==> config.mk <==
export PLATFORM = sky130hd
export DESIGN_NAME = controlador_busca_flat
export DESIGN_NICKNAME = d
export VERILOG_FILES = /design/src/rtl/controlador_busca_if.sv /design/src/rtl/controlador_busca.sv /design/src/flat_wrapper.sv
export SDC_FILE = /design/constraint.sdc
export NUM_CORES = 1
export LEC_CHECK = 0
export ABC_AREA = 1
export CAP_MARGIN = 0
export CORE_ASPECT_RATIO = 1.4
export CORE_MARGIN = 3
export CORE_UTILIZATION = 42
export CTS_CLUSTER_DIAMETER = 60
export DETAILED_ROUTE_END_ITERATION = 12
export HOLD_SLACK_MARGIN = 0.15
export MAX_ROUTING_LAYER = met4
export PLACE_DENSITY_LB_ADDON = 0.15
export SKIP_CTS_REPAIR_TIMING = 1
export SYNTH_ARGS = -nofsm -noshare
export SYNTH_HDL_FRONTEND = slang
export SYNTH_SLANG_ARGS = --single-unit
==> constraint.sdc <==
create_clock -name clock -period 1.7 [get_ports clock]
set_clock_uncertainty 0.15 [all_clocks]
set_input_delay 0.17 -clock clock [delete_from_list [all_inputs] [get_ports clock]]
set_output_delay 0.17 -clock clock [all_outputs]
set_load 0.005 [all_outputs]
==> src/rtl/controlador_busca_if.sv <==
// Fetch bus: instruction-memory port, decode handshake and control.
interface controlador_busca_if #(
  parameter int unsigned ADDR_WIDTH = 32,
  parameter int unsigned DATA_WIDTH = 32
);
  localparam int unsigned CNT_WIDTH = 32;

  logic [ADDR_WIDTH-1:0] mem_endereco;
  logic [DATA_WIDTH-1:0] mem_instrucao;
  logic [DATA_WIDTH-1:0] instrucao;
  logic [ADDR_WIDTH-1:0] pc_instrucao;
  logic                  valido;
  logic                  pronto;
  logic                  desvio;
  logic [ADDR_WIDTH-1:0] alvo;
  logic                  parar;
  logic                  continuar;
  logic                  parado;
  logic [CNT_WIDTH-1:0]  contador_instr;
  logic                  erro;

  // Fetch controller side.
  modport master (
    output mem_endereco,
    input  mem_instrucao,
    output instrucao,
    output pc_instrucao,
    output valido,
    input  pronto,
    input  desvio,
    input  alvo,
    input  parar,
    input  continuar,
    output parado,
    output contador_instr,
    output erro
  );

  // Memory / decode / control environment side.
  modport slave (
    input  mem_endereco,
    output mem_instrucao,
    input  instrucao,
    input  pc_instrucao,
    input  valido,
    output pronto,
    output desvio,
    output alvo,
    output parar,
    output continuar,
    input  parado,
    input  contador_instr,
    input  erro
  );
endinterface

==> src/rtl/controlador_busca.sv <==
// Instruction-fetch sequencer: owns the PC, buffers one fetched word for
// decode behind a valid/ready handshake, handles redirect, halt/resume and
// counts retired fetches.
// Optional macro BOUNDS_CHECK_EN: out-of-range targets or running off the end
// of memory raise a sticky erro and park in PARADO instead of wrapping to 0.
module controlador_busca #(
  parameter int unsigned ADDR_WIDTH = 32,
  parameter int unsigned DATA_WIDTH = 32,
  parameter int unsigned MEM_DEPTH  = 100,
  parameter int unsigned RESET_PC   = 0
) (
  input logic                 clock,
  input logic                 reset_n,
  controlador_busca_if.master bus
);

  localparam int unsigned CNT_WIDTH = 32;
  localparam logic [ADDR_WIDTH-1:0] LAST_ADDR = ADDR_WIDTH'(MEM_DEPTH - 1);
  localparam logic [ADDR_WIDTH-1:0] PC_RESET  = ADDR_WIDTH'(RESET_PC);

  typedef enum logic {
    BUSCA  = 1'b0,
    PARADO = 1'b1
  } estado_t;

  estado_t               estado_q, estado_d;
  logic [ADDR_WIDTH-1:0] pc_q, pc_d;
  logic [DATA_WIDTH-1:0] instr_q, instr_d;
  logic [ADDR_WIDTH-1:0] pc_instr_q, pc_instr_d;
  logic                  valido_q, valido_d;
  logic [CNT_WIDTH-1:0]  contador_q, contador_d;
  logic                  xfer;
  logic                  alvo_ok;
  logic [ADDR_WIDTH-1:0] pc_next;
`ifdef BOUNDS_CHECK_EN
  logic                  erro_q, erro_d;
`endif

  // Sequential address after PC, wrapping at the end of memory.
  assign pc_next = (pc_q == LAST_ADDR) ? '0 : pc_q + ADDR_WIDTH'(1);
  assign alvo_ok = (bus.alvo <= LAST_ADDR);
  assign xfer    = valido_q && bus.pronto;

  // State register.
  always_ff @(posedge clock) begin
    if (!reset_n) estado_q <= BUSCA;
    else          estado_q <= estado_d;
  end

  // Next state and next datapath values; redirect is applied last so it wins.
  always_comb begin
    estado_d   = estado_q;
    pc_d       = pc_q;
    instr_d    = instr_q;
    pc_instr_d = pc_instr_q;
    valido_d   = valido_q;
    contador_d = contador_q;
`ifdef BOUNDS_CHECK_EN
    erro_d     = erro_q;
`endif

    // A transferred word leaves the buffer unless a load refills it below.
    if (xfer) begin
      contador_d = contador_q + CNT_WIDTH'(1);
      valido_d   = 1'b0;
    end

    case (estado_q)
      BUSCA: begin
        if (bus.parar) begin
          estado_d = PARADO;
        end else if (!bus.desvio && (!valido_q || bus.pronto)) begin
`ifdef BOUNDS_CHECK_EN
          if (pc_q == LAST_ADDR) begin
            erro_d   = 1'b1;
            valido_d = 1'b0;
            estado_d = PARADO;
          end else begin
            instr_d    = bus.mem_instrucao;
            pc_instr_d = pc_q;
            valido_d   = 1'b1;
            pc_d       = pc_next;
          end
`else
          instr_d    = bus.mem_instrucao;
          pc_instr_d = pc_q;
          valido_d   = 1'b1;
          pc_d       = pc_next;
`endif
        end
      end
      PARADO: begin
`ifdef BOUNDS_CHECK_EN
        if (bus.continuar && !bus.parar && !erro_q) estado_d = BUSCA;
`else
        if (bus.continuar && !bus.parar) estado_d = BUSCA;
`endif
      end
    endcase

    if (bus.desvio) begin
      valido_d = 1'b0;
`ifdef BOUNDS_CHECK_EN
      if (alvo_ok) begin
        pc_d = bus.alvo;
      end else begin
        erro_d   = 1'b1;
        estado_d = PARADO;
      end
`else
      pc_d = alvo_ok ? bus.alvo : '0;
`endif
    end
  end

  // Datapath registers.
  always_ff @(posedge clock) begin
    if (!reset_n) begin
      pc_q       <= PC_RESET;
      instr_q    <= '0;
      pc_instr_q <= '0;
      valido_q   <= 1'b0;
      contador_q <= '0;
    end else begin
      pc_q       <= pc_d;
      instr_q    <= instr_d;
      pc_instr_q <= pc_instr_d;
      valido_q   <= valido_d;
      contador_q <= contador_d;
    end
  end

`ifdef BOUNDS_CHECK_EN
  // Sticky illegal-address flag.
  always_ff @(posedge clock) begin
    if (!reset_n) erro_q <= 1'b0;
    else          erro_q <= erro_d;
  end
  assign bus.erro = erro_q;
`else
  assign bus.erro = 1'b0;
`endif

  assign bus.mem_endereco   = pc_q;
  assign bus.instrucao      = instr_q;
  assign bus.pc_instrucao   = pc_instr_q;
  assign bus.valido         = valido_q;
  assign bus.parado         = (estado_q == PARADO);
  assign bus.contador_instr = contador_q;

endmodule

==> src/flat_wrapper.sv <==
// flat-port wrapper written by rule: the top's interface ports become plain ports
module controlador_busca_flat 
#(
  parameter int unsigned ADDR_WIDTH = 32,
  parameter int unsigned DATA_WIDTH = 32,
  parameter int unsigned MEM_DEPTH  = 100,
  parameter int unsigned RESET_PC   = 0
)
  (clock, reset_n, bus_mem_endereco, bus_mem_instrucao, bus_instrucao, bus_pc_instrucao, bus_valido, bus_pronto, bus_desvio, bus_alvo, bus_parar, bus_continuar, bus_parado, bus_contador_instr, bus_erro);
  controlador_busca_if #(.ADDR_WIDTH(ADDR_WIDTH), .DATA_WIDTH(DATA_WIDTH)) bus_i ();
  input logic clock;
  input logic reset_n;
  output wire logic [$bits(bus_i.mem_endereco)-1:0] bus_mem_endereco;
  input wire logic [$bits(bus_i.mem_instrucao)-1:0] bus_mem_instrucao;
  output wire logic [$bits(bus_i.instrucao)-1:0] bus_instrucao;
  output wire logic [$bits(bus_i.pc_instrucao)-1:0] bus_pc_instrucao;
  output wire logic [$bits(bus_i.valido)-1:0] bus_valido;
  input wire logic [$bits(bus_i.pronto)-1:0] bus_pronto;
  input wire logic [$bits(bus_i.desvio)-1:0] bus_desvio;
  input wire logic [$bits(bus_i.alvo)-1:0] bus_alvo;
  input wire logic [$bits(bus_i.parar)-1:0] bus_parar;
  input wire logic [$bits(bus_i.continuar)-1:0] bus_continuar;
  output wire logic [$bits(bus_i.parado)-1:0] bus_parado;
  output wire logic [$bits(bus_i.contador_instr)-1:0] bus_contador_instr;
  output wire logic [$bits(bus_i.erro)-1:0] bus_erro;
  assign bus_mem_endereco = bus_i.mem_endereco;
  assign bus_i.mem_instrucao = bus_mem_instrucao;
  assign bus_instrucao = bus_i.instrucao;
  assign bus_pc_instrucao = bus_i.pc_instrucao;
  assign bus_valido = bus_i.valido;
  assign bus_i.pronto = bus_pronto;
  assign bus_i.desvio = bus_desvio;
  assign bus_i.alvo = bus_alvo;
  assign bus_i.parar = bus_parar;
  assign bus_i.continuar = bus_continuar;
  assign bus_parado = bus_i.parado;
  assign bus_contador_instr = bus_i.contador_instr;
  assign bus_erro = bus_i.erro;
  controlador_busca #(.ADDR_WIDTH(ADDR_WIDTH), .DATA_WIDTH(DATA_WIDTH), .MEM_DEPTH(MEM_DEPTH), .RESET_PC(RESET_PC)) u_core (.clock(clock), .reset_n(reset_n), .bus(bus_i));
endmodule
Word level (Yosys, flattened, before mapping)
Cells that the tools add are included.
Widths: inputs -> output; s select.
{"block": "op_classes", "n_addsub": 2, "n_lt_le_gt_ge": 1, "eq_ne": 3, "n_mux": 13, "bitwise": 3, "n_reduce_logical": 11}
{"cell": "$mux 32", "n": 6}
{"cell": "$add 32x1->32 const B", "n": 2}
{"cell": "$eq 32x7->1 const B", "n": 1}
{"cell": "$le 32x7->1 const B", "n": 1}
{"cell": "$mux 1", "n": 6}
{"cell": "$reduce_and 3->1", "n": 2}
{"cell": "$ne 2x2->1 const B", "n": 2}
{"cell": "$logic_and 1x1->1", "n": 3}
{"cell": "$logic_not 1->1", "n": 3}
{"cell": "$not 1->1", "n": 3}
{"cell": "$pmux 1 s2", "n": 1}
{"cell": "$reduce_bool 2->1", "n": 1}
{"cell": "$reduce_or 2->1", "n": 1}
{"cell": "$logic_or 1x1->1", "n": 1}
{"block": "totals", "regBits": 130, "inputBits": 70, "out_inout_bits": 131, "elab_cells": 39}

Logic depth before layout (Yosys ltp)
Gate-level depths: netlist of the first run.
{"block": "depth", "depth_word": 7, "depth_mapped": 11, "mapped_depth_nobuf": 11}

Worst setup path before layout of the first run
Ideal clock, no wire load.
{"block": "synth_path", "kind": "reg2reg", "start": "register u_core.contador_q[1], in the netlist u_core.bus.contador_instr[1]", "end": "register u_core.contador_q[24], in the netlist u_core.bus.contador_instr[24]", "setup_ps": 113, "arrival_time_ps": 1373, "required_time_ps": 1437, "slack_ps": 63, "path_stages_with_launch": 11, "path_buffers": 0, "synth_period_minus_slack_ps": 1637, "cell_sequence": "dfxtp_1 ha_1 inv_1 nor2_4 nand3_2 nor2_2 nand2_2 nor2_4 nand2_1 o21ai_1 nor2_1"}
{"block": "synth_via", "elab_chain_len": 1}
{"element": "start: declaration", "line": "controlador_busca.sv:31", "rtl": "logic [CNT_WIDTH-1:0] contador_q, contador_d;"}
{"element": "start signal: assignment", "line": "controlador_busca.sv:129", "rtl": "contador_q <= contador_d;"}
{"element": "$add 32x1->32", "line": "controlador_busca.sv:64", "rtl": "contador_d = contador_q + CNT_WIDTH'(1);"}
Every way passes these cells.
A chain may end at the register's enable or synchronous reset.

Final worst setup path of the first run
{"block": "layout_path", "start": "register u_core.contador_q[2], in the netlist u_core.bus.contador_instr[2]", "end": "register u_core.contador_q[24], in the netlist u_core.bus.contador_instr[24]"}
Same word-level chain as after synthesis.

==> flow_summary.toml, run 1 <==
[synth]
syn_nets = 1022
synthTopCellsByCount = "178 x nand2_1, 135 x inv_1, 134 x nor2_1"
synth_seq_cells = 130
synth_area_leaders = "dfxtp_1 41%, nand2_1 10%, inv_1 7.9%"
synth.most_common_cell = "nand2_1"
synth_edf_count = 0
synth_ff_type = "dfxtp_1"
syn_area_per_cell_um2 = 6.73
synth-async-reset-ratio_pct = 0
synth.distinct_cells = 40
syn-cell-area_um2 = 6390
yosysTopAreaCell = "dfxtp_1"
synth-seq-area-share_pct = 40.7
yosysTopAreaCellShare_pct = 40.7
yosysWarningCount = 0
syn_inst = 950

[grt]
antenna_found_initial = 0
grt_pass1_wl_um = 31000
first_global_vias = 6554
grt_max_degree = 48
grt-ovfl-total = 0
grt_usage_pct = 23.7

[flow_run]
drv_cap = 0

[timing]
finalSetupViolCount = 0
slew_violations = 0
finalHoldViolCount = 0
postLayoutSetupSlackWorst_ps = 7.98
fmax_mhz = 591
finalCriticalPeriod_ps = 1690
rsz0062_at_grt = "yes"
fin_crit_sh_pct = 99.5
fin_tns_setup_ps = 0

[detailed_routing]
drtAntennaViolNets = 0
first_pass_iters = 5
viasPerCell = 4.84
wl_um = 20100
drc = 0
first_iter_violations = 369
wire_per_inst_um = 13.9
vias = 7043

[power_and_ir_drop]
finalPower_mw = 7.85
power_density_nw_per_um2 = 743
peakVddDrop_uv = 527
power_leakage_nw = 4.69

[clock_tree]
cts_buffers = 17
clk_pin_slew_worst_paths_ps = 60
clkSinkCount = 130
cts_max_level = 4
cts_tree = "done"
cts-root-buf = "clkbuf_16"
clk_latency_ps = 420
cts_buffer_depth = 2

[worst_setup_path]
cp_slowest_cell = "dfxtp_4"
max_stage_delay_ps = 390
worst_path_most_repeated_cell = "nor2_4"
critPathBufInv = 1
path_cells = "buf_4 > nand2_2 > nor2_4 > nand3_4 > nor2_4 > nand2_4 > nor2_4 > nand2_2 > o21ai_1 > nor2_1"
worstPathRequired_ps = 1870
cp_max_fo = 5
crit_type = "reg -> reg"
worstPathArrival_ps = 1860
endpoint_kind = "flip-flop"
critPathLaunchType = "flip-flop"
critPathTopFamily = "simple AND/OR/NAND/NOR gates"

[final_layout]
area_delta_synth_final_pct = 65.2
fill_cells = 1215
antenna_cells = 0
drive_gt1_share_pct = 24.7
fin_nets = 1325
final_cells = 1454

[placed_design]
io_buffers = 199
place_worst_setup_slack_ps = -248
gp_routability_congestion = 0.931
place_inst = 1403
dp.final_hpwl_um = 14900

[die]
core-area_um2 = 14700
dieArea_um2 = 16800
num_rows = 52
die_x_um = 110
dieHeight_um = 152
ios = 201
start_util_pct = 43.5

[worst_hold_path]
hp-class = "in -> reg"

[status]
outcome = "finished clean"
-- layer usage --
metal / vias up / GRT usage [%] / share of wire, %
met1: 3174 / 25.8 / 39
met2: 188 / 40.8 / 53
met5: - / - / 0
met3: 44 / 4.58 / 5.0
li1: 3637 / - / -
met4: 0 / 10.9 / 2.9
-- logic make-up after synthesis --
logic type / Yosys count / synth area share [%]
buffers and inverters: 177 / 11.0
AO/OA/AOI/OAI: 187 / 15.0
adder cells (fa/ha/maj): 2 / 0.391
XOR/XNOR: 17 / 2.33
flip-flops: 130 / 40.7
other: 1 / 0.0587
AND/OR/NAND/NOR: 436 / 30.5
-- worst paths after layout --
kind                                start                       endpoint  slack [ps]  cells past startpoint
max          u_core.bus.contador_instr[2]  u_core.bus.contador_instr[24]           8                     10
min                         bus_continuar              u_core.bus.parado         170                      2
max reg2reg  u_core.bus.contador_instr[2]  u_core.bus.contador_instr[24]           8                     10
min reg2reg      u_core.bus.instrucao[21]       u_core.bus.instrucao[21]         290                      2
-- per-stage QoR --
step	hold WS, ps	utilization (%)	instance area (um2)
after floorplan	99.3	-	6390
after global placement	279	63.1	9270
after detailed placement	283	63.1	9270
after CTS	87.4	67.3	9890
after global routing	162	71.8	10600
final	167	71.8	10600
-- cell type report --
type	count	area, um2	area share (%)
Multi-Input combinational cell	643	3400	32.2
Timing Repair Buffer	323	3090	29.2
Sequential cell	130	2700	25.6
Tap cell	189	236	2.24
Clock inverter	12	163	1.54
Inverter	138	519	4.92
Clock buffer	19	453	4.29
-- cells in the final DEF (no fill, tap or decap), types with 3 or more instances in the layout --
cell and count:
clkinv_2 8, clkbuf_16 17, inv_2 7, nand3_2 16, dfxtp_2 42, dlymetal6s2s_1 35
nand2_4 6, nand3_1 37, xor2_1 10, buf_12 4, a21oi_1 95, nand3b_1 4
o21ai_1 3, inv_1 130, nor2_1 104, nor3_1 5, dfxtp_1 76, clkdlybuf4s50_1 163
nand3_4 3, buf_6 8, nor2_2 35, nor2_4 14, bufinv_16 4, xnor2_1 7
buf_4 111, nand4_1 23, nand2_1 170, o21ai_0 78, nand2_2 11, dfxtp_4 12
-- worst reg2reg max path: stages, from the launching register on --
cell and delay [ps]:
dfxtp_4 390, buf_4 120, nand2_2 50, nor2_4 130
nand3_4 90, nor2_4 170, nand2_4 90, nor2_4 170
nand2_2 70, o21ai_1 120, nor2_1 50
-- registers in the layout (all words and copies together), names as in the netlist --
register and count:
u_core.bus.contador_instr 32, u_core.bus.instrucao 32, u_core.bus.pc_instrucao 32, u_core.bus.parado 1, u_core.bus.valido 1, u_core.bus.mem_endereco 32
-- power breakdown --
part | total, mW | switching, mW | internal, mW
combinational | 0.825 | 0.345 | 0.480
sequential | 3.20 | 0.0567 | 3.14
clock | 3.82 | 1.32 | 2.50
(Power assumes the default switching activity.)
==> run 2: changes to the inputs <==
--- a/config.mk
+++ b/config.mk
@@ -6,7 +6,7 @@
 export NUM_CORES = 1
 export LEC_CHECK = 0
 export ABC_AREA = 1
-export CAP_MARGIN = 0
+export CAP_MARGIN = 10
 export CORE_ASPECT_RATIO = 1.4
 export CORE_MARGIN = 3
 export CORE_UTILIZATION = 42
==> results of run 2 <==
No change in the layout: final DEF, timing and power equal those of run 1.
